$ cat config.mk
export PLATFORM = sky130hd
export DESIGN_NAME = fractal_sync_fifo
export DESIGN_NICKNAME = d
export VERILOG_FILES = /design/src/rtl/fractal_sync_pkg.sv /design/src/rtl/fractal_sync_fifo.sv
export SDC_FILE = /design/constraint.sdc
export NUM_CORES = 1
export LEC_CHECK = 0
export ABC_CLOCK_PERIOD_IN_PS = 2300
export BUFFER_PORTS_ARGS = -buffer_cell sky130_fd_sc_hd__clkbuf_2
export CAP_MARGIN = 20
export CORE_AREA = 2 2 39 41
export CTS_BUF_LIST = sky130_fd_sc_hd__clkbuf_2
export CTS_CLUSTER_SIZE = 25
export DETAILED_ROUTE_END_ITERATION = 8
export DIE_AREA = 0 0 41 43
export PLACE_DENSITY = 0.83
export SLEW_MARGIN = 20
export SYNTH_ARGS = -nofsm -noshare
export SYNTH_HDL_FRONTEND = slang
export SYNTH_SLANG_ARGS = --single-unit
$ cat constraint.sdc
create_clock -name clk_i -period 2.3 [get_ports clk_i]
set_clock_uncertainty 0.15 [all_clocks]
set_input_delay 0.345 -clock clk_i [delete_from_list [all_inputs] [get_ports clk_i]]
set_output_delay 0.345 -clock clk_i [all_outputs]
set_load 0.05 [all_outputs]
$ cat src/rtl/fractal_sync_pkg.sv
// fractal_sync_pkg
// Shared types and constants for the fractal synchronization network.
//   fsync_t                  : synchronization request element carried through
//                              the network and buffered ahead of the arbiter.
//   FSYNC_FIFO_DEFAULT_DEPTH : input queue depth that the arbiter wrappers and
//                              their per-port FIFOs agree on.
package fractal_sync_pkg;

  typedef logic [7:0] fsync_t;

  localparam int unsigned FSYNC_FIFO_DEFAULT_DEPTH = 4;

endpackage : fractal_sync_pkg

$ cat src/rtl/fractal_sync_fifo.sv
// fractal_sync_fifo
// First-word-fall-through request queue placed on each synchronization arbiter
// input port. The arbiter looks at the head combinationally and pops in the
// same cycle; all outputs come from registered state only, so the loop
// empty_o -> pop_i closes without a combinational cycle.
//
// Ports
//   clk_i       : clock
//   rst_ni      : asynchronous active-low reset (discards all entries)
//   push_i      : write request, accepted when the queue is not full
//   element_i   : element written on an accepted push
//   full_o      : queue holds DEPTH entries
//   pop_i       : remove the head at the next clock edge (ignored when empty)
//   empty_o     : queue holds no entries
//   element_o   : head element, '0 while empty
//   level_o     : current occupancy
//   overflow_o  : one-cycle pulse, the cycle after a push was dropped
//   underflow_o : one-cycle pulse, the cycle after a pop was ignored
module fractal_sync_fifo #(
  parameter int unsigned DEPTH   = fractal_sync_pkg::FSYNC_FIFO_DEFAULT_DEPTH,
  parameter type         fsync_t = logic
) (
  input  logic                       clk_i,
  input  logic                       rst_ni,
  input  logic                       push_i,
  input  fsync_t                     element_i,
  output logic                       full_o,
  input  logic                       pop_i,
  output logic                       empty_o,
  output fsync_t                     element_o,
  output logic [$clog2(DEPTH+1)-1:0] level_o,
  output logic                       overflow_o,
  output logic                       underflow_o
);

  localparam int unsigned PtrW = (DEPTH > 1) ? $clog2(DEPTH) : 1;
  localparam int unsigned CntW = $clog2(DEPTH + 1);

  if (DEPTH < 2) begin : g_depth_check
    $fatal(1, "fractal_sync_fifo: DEPTH must be at least 2");
  end

  // Pointers wrap explicitly so non-power-of-two depths index correctly.
  function automatic logic [PtrW-1:0] ptr_inc(input logic [PtrW-1:0] ptr);
    return (ptr == PtrW'(DEPTH - 1)) ? '0 : ptr + PtrW'(1);
  endfunction

  fsync_t            mem_q [DEPTH];
  fsync_t            mem_d [DEPTH];
  logic [PtrW-1:0]   wr_ptr_q, wr_ptr_d;
  logic [PtrW-1:0]   rd_ptr_q, rd_ptr_d;
  logic [CntW-1:0]   cnt_q, cnt_d;
  logic              overflow_q, overflow_d;
  logic              underflow_q, underflow_d;
  logic              push_acc, pop_acc;

  assign empty_o     = (cnt_q == '0);
  assign full_o      = (cnt_q == CntW'(DEPTH));
  assign level_o     = cnt_q;
  assign element_o   = empty_o ? fsync_t'('0) : mem_q[rd_ptr_q];
  assign overflow_o  = overflow_q;
  assign underflow_o = underflow_q;

  // Full is judged on the registered count, so a pop in the same cycle never
  // makes room for a push.
  always_comb begin
    push_acc    = push_i && !full_o;
    pop_acc     = pop_i && !empty_o;
    mem_d       = mem_q;
    wr_ptr_d    = wr_ptr_q;
    rd_ptr_d    = rd_ptr_q;
    cnt_d       = cnt_q;
    overflow_d  = push_i && full_o;
    underflow_d = pop_i && empty_o;

    if (push_acc) begin
      mem_d[wr_ptr_q] = element_i;
      wr_ptr_d        = ptr_inc(wr_ptr_q);
    end
    if (pop_acc) begin
      rd_ptr_d = ptr_inc(rd_ptr_q);
    end

    unique case ({push_acc, pop_acc})
      2'b10:   cnt_d = cnt_q + CntW'(1);
      2'b01:   cnt_d = cnt_q - CntW'(1);
      default: cnt_d = cnt_q;
    endcase
  end

  // Storage carries no reset; the count alone decides which entries are live.
  always_ff @(posedge clk_i) begin
    mem_q <= mem_d;
  end

  always_ff @(posedge clk_i or negedge rst_ni) begin
    if (!rst_ni) begin
      wr_ptr_q    <= '0;
      rd_ptr_q    <= '0;
      cnt_q       <= '0;
      overflow_q  <= 1'b0;
      underflow_q <= 1'b0;
    end else begin
      wr_ptr_q    <= wr_ptr_d;
      rd_ptr_q    <= rd_ptr_d;
      cnt_q       <= cnt_d;
      overflow_q  <= overflow_d;
      underflow_q <= underflow_d;
    end
  end

endmodule : fractal_sync_fifo

# == Word-level counts from Yosys, hierarchy flattened ==
# Cells that the tools add are included.
# op_classes
n_addsub,4
muxes,10
magnitude_cmp,3
n_eq_ne,5
reduce_logical,9
n_bitwise,2
# op_table
operator,count
$eq 2x2->1 const B,3
$ge 3x3->1 const B,2
$not 2->3,2
$pmux 3 s2,1
$logic_and 1x1->1,5
$add 2x1->2 const B,2
$bwmux 4,1
$mux 1,4
$mux 2,2
$add 3x1->3 const B,1
$eq 3x3->1 const B,1
$logic_not 3->1,1
$lt 3x1->1 const B,1
$sub 3x1->3 const B,1
$bmux 1 s2,1
$demux 1 s2,1
$eq 2x1->1 const B,1
$logic_not 1->1,2
$reduce_bool 2->1,1
# totals
wordCells,42
in_bits,5
out_inout_bits,8
reg_bits,13

# == Logic depth before layout (Yosys ltp) ==
# Gate-level depths: netlist (run 1).
# logic_depth
ltp_word,6
depth_mapped,9
depth_no_buf,9

# == Worst setup path after synthesis (run 1) ==
# Ideal clock, no wire load.
# synth_path
path_type,reg-to-reg
from,"register cnt_q[2], in the netlist level_o[2]"
to,"register cnt_q[2], in the netlist level_o[2]"
arrival_time_ps,2453
setup_ps,148
required_time_ps,2002
synth_period_minus_slack_ps,2750
setup_slack_ps,-450
path_stages_with_launch,10
path_buffers,0
path_cell_list,dfrtp_1 -> nor3b_4 -> nor2b_4 -> inv_1 -> ha_1 -> inv_1 -> fa_1 -> xor2_1 -> nor2_1 -> xor2_1
# synth_between
elab_chain_len,5
word_cells_on_any_way,12
classes_between,2 x add/sub; 3 x eq/ne; 1 x mux; 6 x reduce/logical
# synth_rtl
element,line,text
from (decl),fractal_sync_fifo.sv:52,"logic [CntW-1:0] cnt_q, cnt_d;"
from (signal assigned),fractal_sync_fifo.sv:106,cnt_q <= cnt_d;
$eq 3x3->1 (*),fractal_sync_fifo.sv:58,assign full_o = (cnt_q == CntW'(DEPTH));
via full_o,fractal_sync_fifo.sv:27,"output logic full_o,"
$logic_not 1->1 (*),fractal_sync_fifo.sv:67,push_acc = push_i && !full_o;
$logic_and 1x1->1 (*),fractal_sync_fifo.sv:67,
$eq 2x1->1 / $eq 2x2->1 (equally long branches),fractal_sync_fifo.sv:84,"unique case ({push_acc, pop_acc})"
$pmux 3 s2 / $reduce_bool 2->1 (equally long branches),n/a,
# The timed path passes the listed nets; every way through them passes the cells marked *.
# A chain may end at the register's enable or synchronous reset.

# == Worst setup path in the final report (run 1) ==
# layout_path
from,"register cnt_q[1], in the netlist level_o[1]"
to,"register cnt_q[2], in the netlist level_o[2]"
# layout_between
elab_chain_len,5
word_cells_on_any_way,12
classes_between,2 x add/sub; 3 x eq/ne; 1 x mux; 6 x reduce/logical
# layout_rtl
element,line
$eq 3x3->1 / $logic_not 3->1 (equally long branches),"fractal_sync_fifo.sv:58, fractal_sync_fifo.sv:57"
$logic_not 1->1 (on tied branches),"fractal_sync_fifo.sv:67, fractal_sync_fifo.sv:68"
$logic_and 1x1->1 (on tied branches),"fractal_sync_fifo.sv:67, fractal_sync_fifo.sv:68"
$eq 2x1->1 / $eq 2x2->1 (equally long branches),fractal_sync_fifo.sv:84
$pmux 3 s2 / $reduce_bool 2->1 (equally long branches),n/a
# Parallel ways exist; a longest one is shown, timed or not.

==> flow_metrics.py, run 1 <==
metrics = {
    "logic_synthesis": {
        "async_flop_share": 0.6923,
        "synth_most_common_cell": "dfrtp_1",
        "netlist.area_leader.share": 0.3249,
        "yosysWarnings": 0,
        "synth.area.top_cells": "dfrtp_1, edfxtp_1, ha_1, and2_2, mux2_4",
        "synthTopCellsByCount": "dfrtp_1, ha_1, inv_1",
        "synth_edf_count": 4,
        "yosys_register_bits": 13,
        "synth_top_area_cell": "dfrtp_1",
        "netlist_instances": 49,
        "yosysUniqueCellTypes": 19,
        "synth.yosys.seq_area_share": 0.4982,
        "syn_area_um2": 693.2,
        "ys.flop_type": "dfrtp_1",
        "synth.net_count": 61,
        "syn_avg_cell_area_um2": 14.15,
    },
    "clocking": {
        "clock_path_buffers": 2,
        "cts_made_buffers": 3,
        "clock_sinks": 13,
        "htree_levels": 1,
        "clock_latency_ns": 0.27,
        "root_buffer": "clkbuf_2",
        "clk_pin_slew_worst_paths_ns": 0.13,
        "cts_tree": "yes",
    },
    "detailed_routing": {
        "ant_nets": 0,
        "first_pass_iters": 2,
        "drc": 0,
        "via_count": 389,
        "routedWlPerCell_um": 13.34,
        "via_per_inst": 4.744,
        "routed_wl_um": 1094,
        "dr.first_iter.drc_count": 2,
    },
    "worst_setup_path": {
        "cp.required_ns": 2.35,
        "crit_slowest_cell": "dfrtp_2",
        "crit_path_start": "level_o[1]$_DFFE_PN0P_",
        "critPathArrivalTime_ns": 2.15,
        "r2r-start": "level_o[1]$_DFFE_PN0P_",
        "crit_type": "reg -> reg",
        "critPathMaxStageDelay_ns": 0.48,
        "crit_top_cell": "xor2_1",
        "cp_cell_sequence": "nor3b_4 > nor2b_4 > inv_1 > ha_2 > inv_2 > fa_2 > xor2_1 > nor2_1 > xor2_1",
        "crit_fanout": 7,
        "cp-start-kind": "flop",
        "endpoint_kind": "flop",
    },
    "placement": {
        "io_buffers": 12,
        "gp_congestion": 0.6873,
        "place_hpwl_um": 821,
        "dpl_worst_slack_ns": 0.2216,
    },
    "timing": {
        "hold_viol_final": 0,
        "min_period_over_period": 0.9113,
        "report.final.slew_viol_count": 0,
        "finalSetupViolCount": 0,
        "fmax_ghz": 0.4771,
        "fin_ws_ns": 0.2041,
        "tightest_slew_ns": 0.2859,
        "finalCriticalPeriod_ns": 2.096,
        "grt_setup_unrepaired": "false",
        "max_slew_margin": 0.8102,
    },
    "job": {
        "drv_cap": 0,
    },
    "grt": {
        "overflow": 0,
        "grt_pass1_wl_um": 1745,
        "antenna_found_initial": 0,
        "first_global_vias": 393,
        "grt_usage": 0.1610,
        "grt_start_max_net_pins": 10,
    },
    "floorplan": {
        "ios": 13,
        "die_x_um": 41,
        "start_util": 0.5009,
        "die_height_um": 43,
        "num_rows": 14,
        "fp.coreArea_um2": 1384,
        "die-area_um2": 1763,
    },
    "finish": {
        "insertedDiodeCount": 0,
        "layout-drive-gt1-share": 0.5455,
        "syn_to_final_growth_pct": 17.15,
        "nets": 79,
        "fin_util": 0.5868,
    },
    "min_path": {
        "hold_start": "element_i",
        "min-delay-path-class": "in -> reg",
    },
    "run_status": {
        "outcome": "complete, no violations",
    },
}
[critical path: cells and delay by family (launching register included)]
kind,cells,cell delay (ns)
fa+ha+maj,2,0.51
simple gates,3,0.49
flops,1,0.48
xor+xnor,2,0.29
buf+inv,2,0.11
[worst paths after layout]
check                      slack (ns)                      end  depth (start not counted)
min in group asynchronous        0.32  rd_ptr_q[0]$_DFFE_PN0P_                          2
min                              0.14       mem_q[3]$_DFFE_PP_                          1
max reg2reg                      0.20   level_o[2]$_DFFE_PN0P_                          9
max in group asynchronous        1.46   level_o[0]$_DFFE_PN0P_                          2
max                              0.20   level_o[2]$_DFFE_PN0P_                          9
min reg2reg                      0.40   level_o[2]$_DFFE_PN0P_                          1
[layout by cell type, fill, tap and decap left out]
cell	synthesis	layout
dfrtp_1	9	6
clkbuf_2	0	16
nor2b_4	1	1
xor2_1	2	2
nor2_1	3	3
and2_2	5	5
xnor2_1	1	1
mux2i_1	1	1
nor3b_4	1	1
mux2_4	2	2
ha_2	0	1
edfxtp_1	4	4
inv_1	6	5
mux2_2	2	2
inv_2	0	1
mux4_2	1	1
fa_2	0	1
nor2b_1	1	1
and2_1	1	1
dfrtp_2	0	3
dlygate4sd3_1	0	1
ha_1	6	5
nor3_4	1	1
nor2b_2	1	1
[sequential cells by signal, indices dropped and copies added (netlist names)]
name and flops:
wr_ptr_q 2, mem_q 4, underflow_o 1, rd_ptr_q 2
level_o 3, overflow_o 1
[timing repair]
action	in CTS	in global routing
hold buffers	1	0
gates resized for setup	0	0
hold endpoints to repair	9	0
setup buffers	0	0
[routing by layer]
layer  GRT usage  wire length (µm)
met1      0.1862               446
met2      0.2375               607
met3     0.04712                21
met4      0.1200                19
met5           0                 0
[cells by family after synthesis]
kind of cell               share of synthesized area
buffers and inverters                        0.03249
DFF                                           0.4982
muxes                                         0.1227
and+or+nand+nor                               0.1715
xor gates and xnor gates                     0.03791
adders and majority gates                     0.1372
[cell type report]
| cell class | count | area [µm²] |
|---|---|---|
| repair buffers | 13 | 70.07 |
| inverters | 6 | 22.52 |
| clock buffers | 4 | 20.02 |
| multi-input cells | 30 | 330.3 |
| flip-flops and latches | 13 | 349.1 |
| well taps | 16 | 20.02 |
| fillers | 117 | 571.8 |
[per-stage QoR]
stage                     TNS (ns)  hold slack, ns  area [µm²]  instances
after floorplan            -0.3796         -0.1006       701.9         49
after global placement           0         0.06073       782.0         77
after detailed placement         0         0.06896       782.0         77
after CTS                        0          0.1451       812.0         82
after global routing             0          0.1231       812.0         82
final                            0          0.1424       812.0         82
Power of run 1 is left out: the tool's default activity adds up to more than one toggle a clock period on the data nets, which glitch-free logic cannot reach.
==> run 2: changes to the inputs <==
- CAP_MARGIN: 20 -> unset
- CELL_PAD_IN_SITES_DETAIL_PLACEMENT: unset -> 0
- CELL_PAD_IN_SITES_GLOBAL_PLACEMENT: unset -> 1
- CORE_AREA: 2 2 39 41 -> unset
- CORE_MARGIN: unset -> 2
- CORE_UTILIZATION: unset -> 45
- DIE_AREA: 0 0 41 43 -> unset
- PLACE_DENSITY: 0.83 -> 0.86
==> run 2 against run 1 <==
- fmax down 1.0%
- worst setup slack worse by 0.022 ns
- utilization down 3.5 points
- hold slack better by 0.0058 ns
- cell count unchanged
- critical path depth unchanged
- flip-flop and latch count unchanged
- final area unchanged
- clock-buffer cell count unchanged
==> flow_metrics.py, run 2 (synthesized netlist as in run 1, its figures left out) <==
metrics = {
    "run_status": {
        "outcome": "complete, no violations",
    },
    "timing": {
        "fmax_ghz": 0.4722,
        "finalSetupTns_ns": 0,
        "report.final.slew_viol_count": 0,
        "max_slew_margin": 0.8169,
        "fin_ws_ns": 0.1823,
        "tightest_slew_ns": 0.2758,
        "hold_viol_final": 0,
        "finalSetupViolCount": 0,
        "finalCriticalPeriod_ns": 2.118,
        "min_period_over_period": 0.9207,
        "grt_setup_unrepaired": "false",
    },
    "detailed_routing": {
        "routedWlPerCell_um": 11.41,
        "ant_nets": 0,
        "dr.first_iter.drc_count": 2,
        "drc": 0,
        "routed_wl_um": 936,
        "via_count": 391,
        "via_per_inst": 4.768,
        "first_pass_iters": 2,
    },
    "worst_setup_path": {
        "worst-path-buf-inv": 2,
        "crit_fanout": 7,
        "critPathArrivalTime_ns": 2.16,
        "path_delay_family": "adder cells",
        "endpoint_kind": "flop",
        "crit_slowest_cell": "dfrtp_2",
        "cp.required_ns": 2.34,
        "cp_cell_sequence": "nor3b_4 > nor2b_4 > inv_1 > ha_2 > inv_2 > fa_2 > xor2_1 > nor2_1 > xor2_1",
        "crit_type": "reg -> reg",
        "cp-start-kind": "flop",
        "crit_top_cell": "xor2_1",
        "critPathMaxStageDelay_ns": 0.49,
    },
    "clocking": {
        "htree_levels": 1,
        "clk_pin_slew_worst_paths_ns": 0.13,
        "clock_sinks": 13,
        "clock_latency_ns": 0.26,
        "clock_path_buffers": 2,
        "root_buffer": "clkbuf_2",
        "cts_tree": "yes",
        "cts_made_buffers": 3,
    },
    "grt": {
        "grt_start_max_net_pins": 10,
        "antenna_found_initial": 0,
        "overflow": 0,
        "grt_usage": 0.1304,
        "grt_pass1_wl_um": 1718,
        "first_global_vias": 417,
    },
    "floorplan": {
        "die-area_um2": 1870,
        "die_x_um": 43.25,
        "die_height_um": 43.25,
        "ios": 13,
        "num_rows": 14,
        "fp.coreArea_um2": 1471,
        "start_util": 0.4711,
    },
    "finish": {
        "largest_reg_flops": 4,
        "regMostFlops": "mem_q",
        "syn_to_final_growth_pct": 17.15,
        "layout_common_cells": "clkbuf_2, dfrtp_1, inv_1, and2_2, ha_1",
        "layout-drive-gt1-share": 0.5455,
        "mostFrequentLayoutCell": "clkbuf_2",
        "regArea_um2": 349.1,
        "nets": 79,
        "insertedDiodeCount": 0,
        "multi_input_area_um2": 330.3,
        "fillers": 132,
        "fin_area_um2": 812.0,
    },
    "min_path": {
        "min-delay-path-class": "in -> reg",
    },
    "placement": {
        "dpl_cell_area_um2": 782.0,
        "io_buffers": 12,
        "gp_congestion": 0.7655,
        "dpl_worst_slack_ns": 0.1863,
    },
    "job": {
        "drv_cap": 0,
    },
}
-- run 2: cell counts in the layout (fill, tap and decap cells not counted) --
No cell type changed its count.
-- run 2: cell type report --
type	count	area share
Clock buffer	4	0.02465
Inverter	6	0.02773
Multi-Input combinational cell	30	0.4068
Sequential cell	13	0.4299
Tap cell	16	0.02465
Timing Repair Buffer	13	0.08629
-- run 2: final timing paths --
kind,depth (start not counted),start,slack (ns),end
worst min-delay path,1,element_i,0.15,mem_q[0]$_DFFE_PP_
worst max register to register,9,level_o[0]$_DFFE_PN0P_,0.18,level_o[2]$_DFFE_PN0P_
max in group asynchronous,2,rst_ni,1.49,level_o[2]$_DFFE_PN0P_
min in group asynchronous,2,rst_ni,0.31,rd_ptr_q[1]$_DFFE_PN0P_
worst max-delay path,9,level_o[0]$_DFFE_PN0P_,0.18,level_o[2]$_DFFE_PN0P_
worst min register to register,1,level_o[2]$_DFFE_PN0P_,0.40,level_o[2]$_DFFE_PN0P_
-- run 2: metal layers --
metal	GRT usage	part of all wire	vias up
li1	-	-	193
met1	0.1547	0.47	188
met2	0.2000	0.48	8
met3	0.02553	0.033	2
met4	0.1091	0.024	0
met5	0	0	-
-- run 2: what timing repair did --
item	4_1_cts	5_1_grt
gates resized for setup	0	0
hold endpoints to repair	9	0
hold buffers	1	0
buffers inserted	0	0
-- run 2: metrics by stage --
step | cells | utilization | hold WS, ns
after global placement | 77 | 0.5315 | 0.06068
after detailed placement | 77 | 0.5315 | 0.06468
after global routing | 82 | 0.5519 | 0.1369
final | 82 | 0.5519 | 0.1482
after floorplan | 49 | - | -0.1006
after CTS | 82 | 0.5519 | 0.1362
Power of run 2 is left out for the same reason.
==> run 3: changes to the inputs <==
- MAX_ROUTING_LAYER: unset -> met4
==> run 3 against run 2 <==
- clock-buffer cell count did not move
- final area did not move
- hold slack barely moved
- cell count did not move
- global-route usage rose by 0.36 points
- via count did not move
- non-clock buffer count did not move
- fmax barely moved
- register-to-register slack barely moved
- critical path depth did not move
==> flow_metrics.py, run 3 (synthesized netlist as in run 1, its figures left out) <==
metrics = {
    "worst_setup_path": {
        "critPathArrivalTime_ns": 2.16,
        "cp.required_ns": 2.34,
        "endpoint": "level_o[2]$_DFFE_PN0P_",
        "crit_fanout": 7,
        "r2r_end": "level_o[2]$_DFFE_PN0P_",
        "crit_path_start": "level_o[0]$_DFFE_PN0P_",
        "r2r-start": "level_o[0]$_DFFE_PN0P_",
        "cp-start-kind": "flop",
        "crit_type": "reg -> reg",
        "endpoint_kind": "flop",
        "r2r_setup_slack_ns": 0.18,
        "ff2ff_path_depth": 9,
    },
    "timing": {
        "finalSetupViolCount": 0,
        "hold_ws_ns": 0.1482,
        "finalSetupTns_ns": 0,
        "fmax_ghz": 0.4722,
        "tightest_slew_ns": 0.2758,
        "finalCriticalPeriod_ns": 2.118,
        "report.final.slew_viol_count": 0,
        "hold_viol_final": 0,
        "min_period_over_period": 0.9207,
        "grt_setup_unrepaired": "false",
        "max_slew_margin": 0.8169,
    },
    "floorplan": {
        "die-area_um2": 1870,
        "die_height_um": 43.25,
        "die_x_um": 43.25,
        "num_rows": 14,
        "start_util": 0.4711,
        "ios": 13,
        "fp.coreArea_um2": 1471,
    },
    "grt": {
        "first_global_vias": 418,
        "antenna_found_initial": 0,
        "grt_usage": 0.1340,
        "use_met2": 0.2000,
        "use_met3": 0.02553,
        "grt_start_max_net_pins": 10,
        "grt_pass1_wl_um": 1711,
        "grt-busiest-layer": "met2",
        "overflow": 0,
        "global_route.usage.met1": 0.1547,
    },
    "clocking": {
        "htree_levels": 1,
        "root_buffer": "clkbuf_2",
        "cts_setup_buffers": 0,
        "clock_latency_ns": 0.26,
        "clk_pin_slew_worst_paths_ns": 0.13,
        "clock_sinks": 13,
        "cts_tree": "yes",
        "cts_made_buffers": 3,
        "clock_path_buffers": 2,
    },
    "detailed_routing": {
        "dr.first_iter.drc_count": 2,
        "routed_wl_um": 937,
        "drc": 0,
        "via_count": 391,
        "ant_nets": 0,
        "routedWlPerCell_um": 11.43,
        "first_pass_iters": 2,
        "via_per_inst": 4.768,
    },
    "finish": {
        "layout-drive-gt1-share": 0.5455,
        "nets": 79,
        "regMostFlops": "mem_q",
        "syn_to_final_growth_pct": 17.15,
        "layout_common_cells": "clkbuf_2, dfrtp_1, inv_1, and2_2, ha_1",
        "multi_input_area_um2": 330.3,
        "layoutNonFillerInstCount": 82,
        "fillers": 132,
        "mostFrequentLayoutCell": "clkbuf_2",
        "largest_reg_flops": 4,
        "regArea_um2": 349.1,
        "insertedDiodeCount": 0,
    },
    "min_path": {
        "min-delay-path-class": "in -> reg",
    },
    "placement": {
        "io_buffers": 12,
        "dp_cells": 77,
        "gp_congestion": 0.7758,
    },
    "run_status": {
        "outcome": "complete, no violations",
    },
    "job": {
        "drv_cap": 0,
    },
}
-- run 3: cell counts in the layout (fill, tap and decap cells not counted) --
Identical to the previous run, type by type.
-- run 3: layout make-up --
cell class	count	area share
flip-flops and latches	13	0.4299
repair buffers	13	0.08629
well taps	16	0.02465
clock buffers	4	0.02465
multi-input cells	30	0.4068
inverters	6	0.02773
-- run 3: critical path: stages (launching register included) --
cell	delay [ns]
dfrtp_2	0.49
nor3b_4	0.26
nor2b_4	0.10
inv_1	0.07
ha_2	0.19
inv_2	0.04
fa_2	0.33
xor2_1	0.14
nor2_1	0.12
xor2_1	0.16
-- run 3: worst min path at each step --
stage,endpoint,cells after the start,from
after floorplan,level_o[0]$_DFFE_PN0P_,0,rst_ni
final,mem_q[0]$_DFFE_PP_,1,element_i
after global placement,rd_ptr_q[0]$_DFFE_PN0P_,1,rst_ni
after global routing,mem_q[3]$_DFFE_PP_,1,element_i
after detailed placement,rd_ptr_q[0]$_DFFE_PN0P_,1,rst_ni
after CTS,underflow_o$_DFF_PN0_,2,pop_i
-- run 3: repair_timing --
item / in CTS / in global routing
hold buffers: 1 / 0
hold endpoints to repair: 9 / 0
resized for setup: 0 / 0
setup endpoints to repair: 0 / 0
-- run 3: per-stage QoR --
stage                 util  setup WS, ns  cell area, µm²
finish              0.5519        0.1823           812.0
global route        0.5519       0.06227           812.0
global placement    0.5315        0.2465           782.0
detailed placement  0.5315        0.1863           782.0
floorplan                -       -0.2481           701.9
CTS                 0.5519        0.1512           812.0
-- run 3: routing by layer --
| metal | wire, µm | part of all wire |
|---|---|---|
| met4 | 22 | 0.023 |
| met1 | 437 | 0.47 |
| met5 | 0 | 0 |
| met2 | 445 | 0.47 |
| met3 | 31 | 0.033 |
Power of run 3 is left out for the same reason.
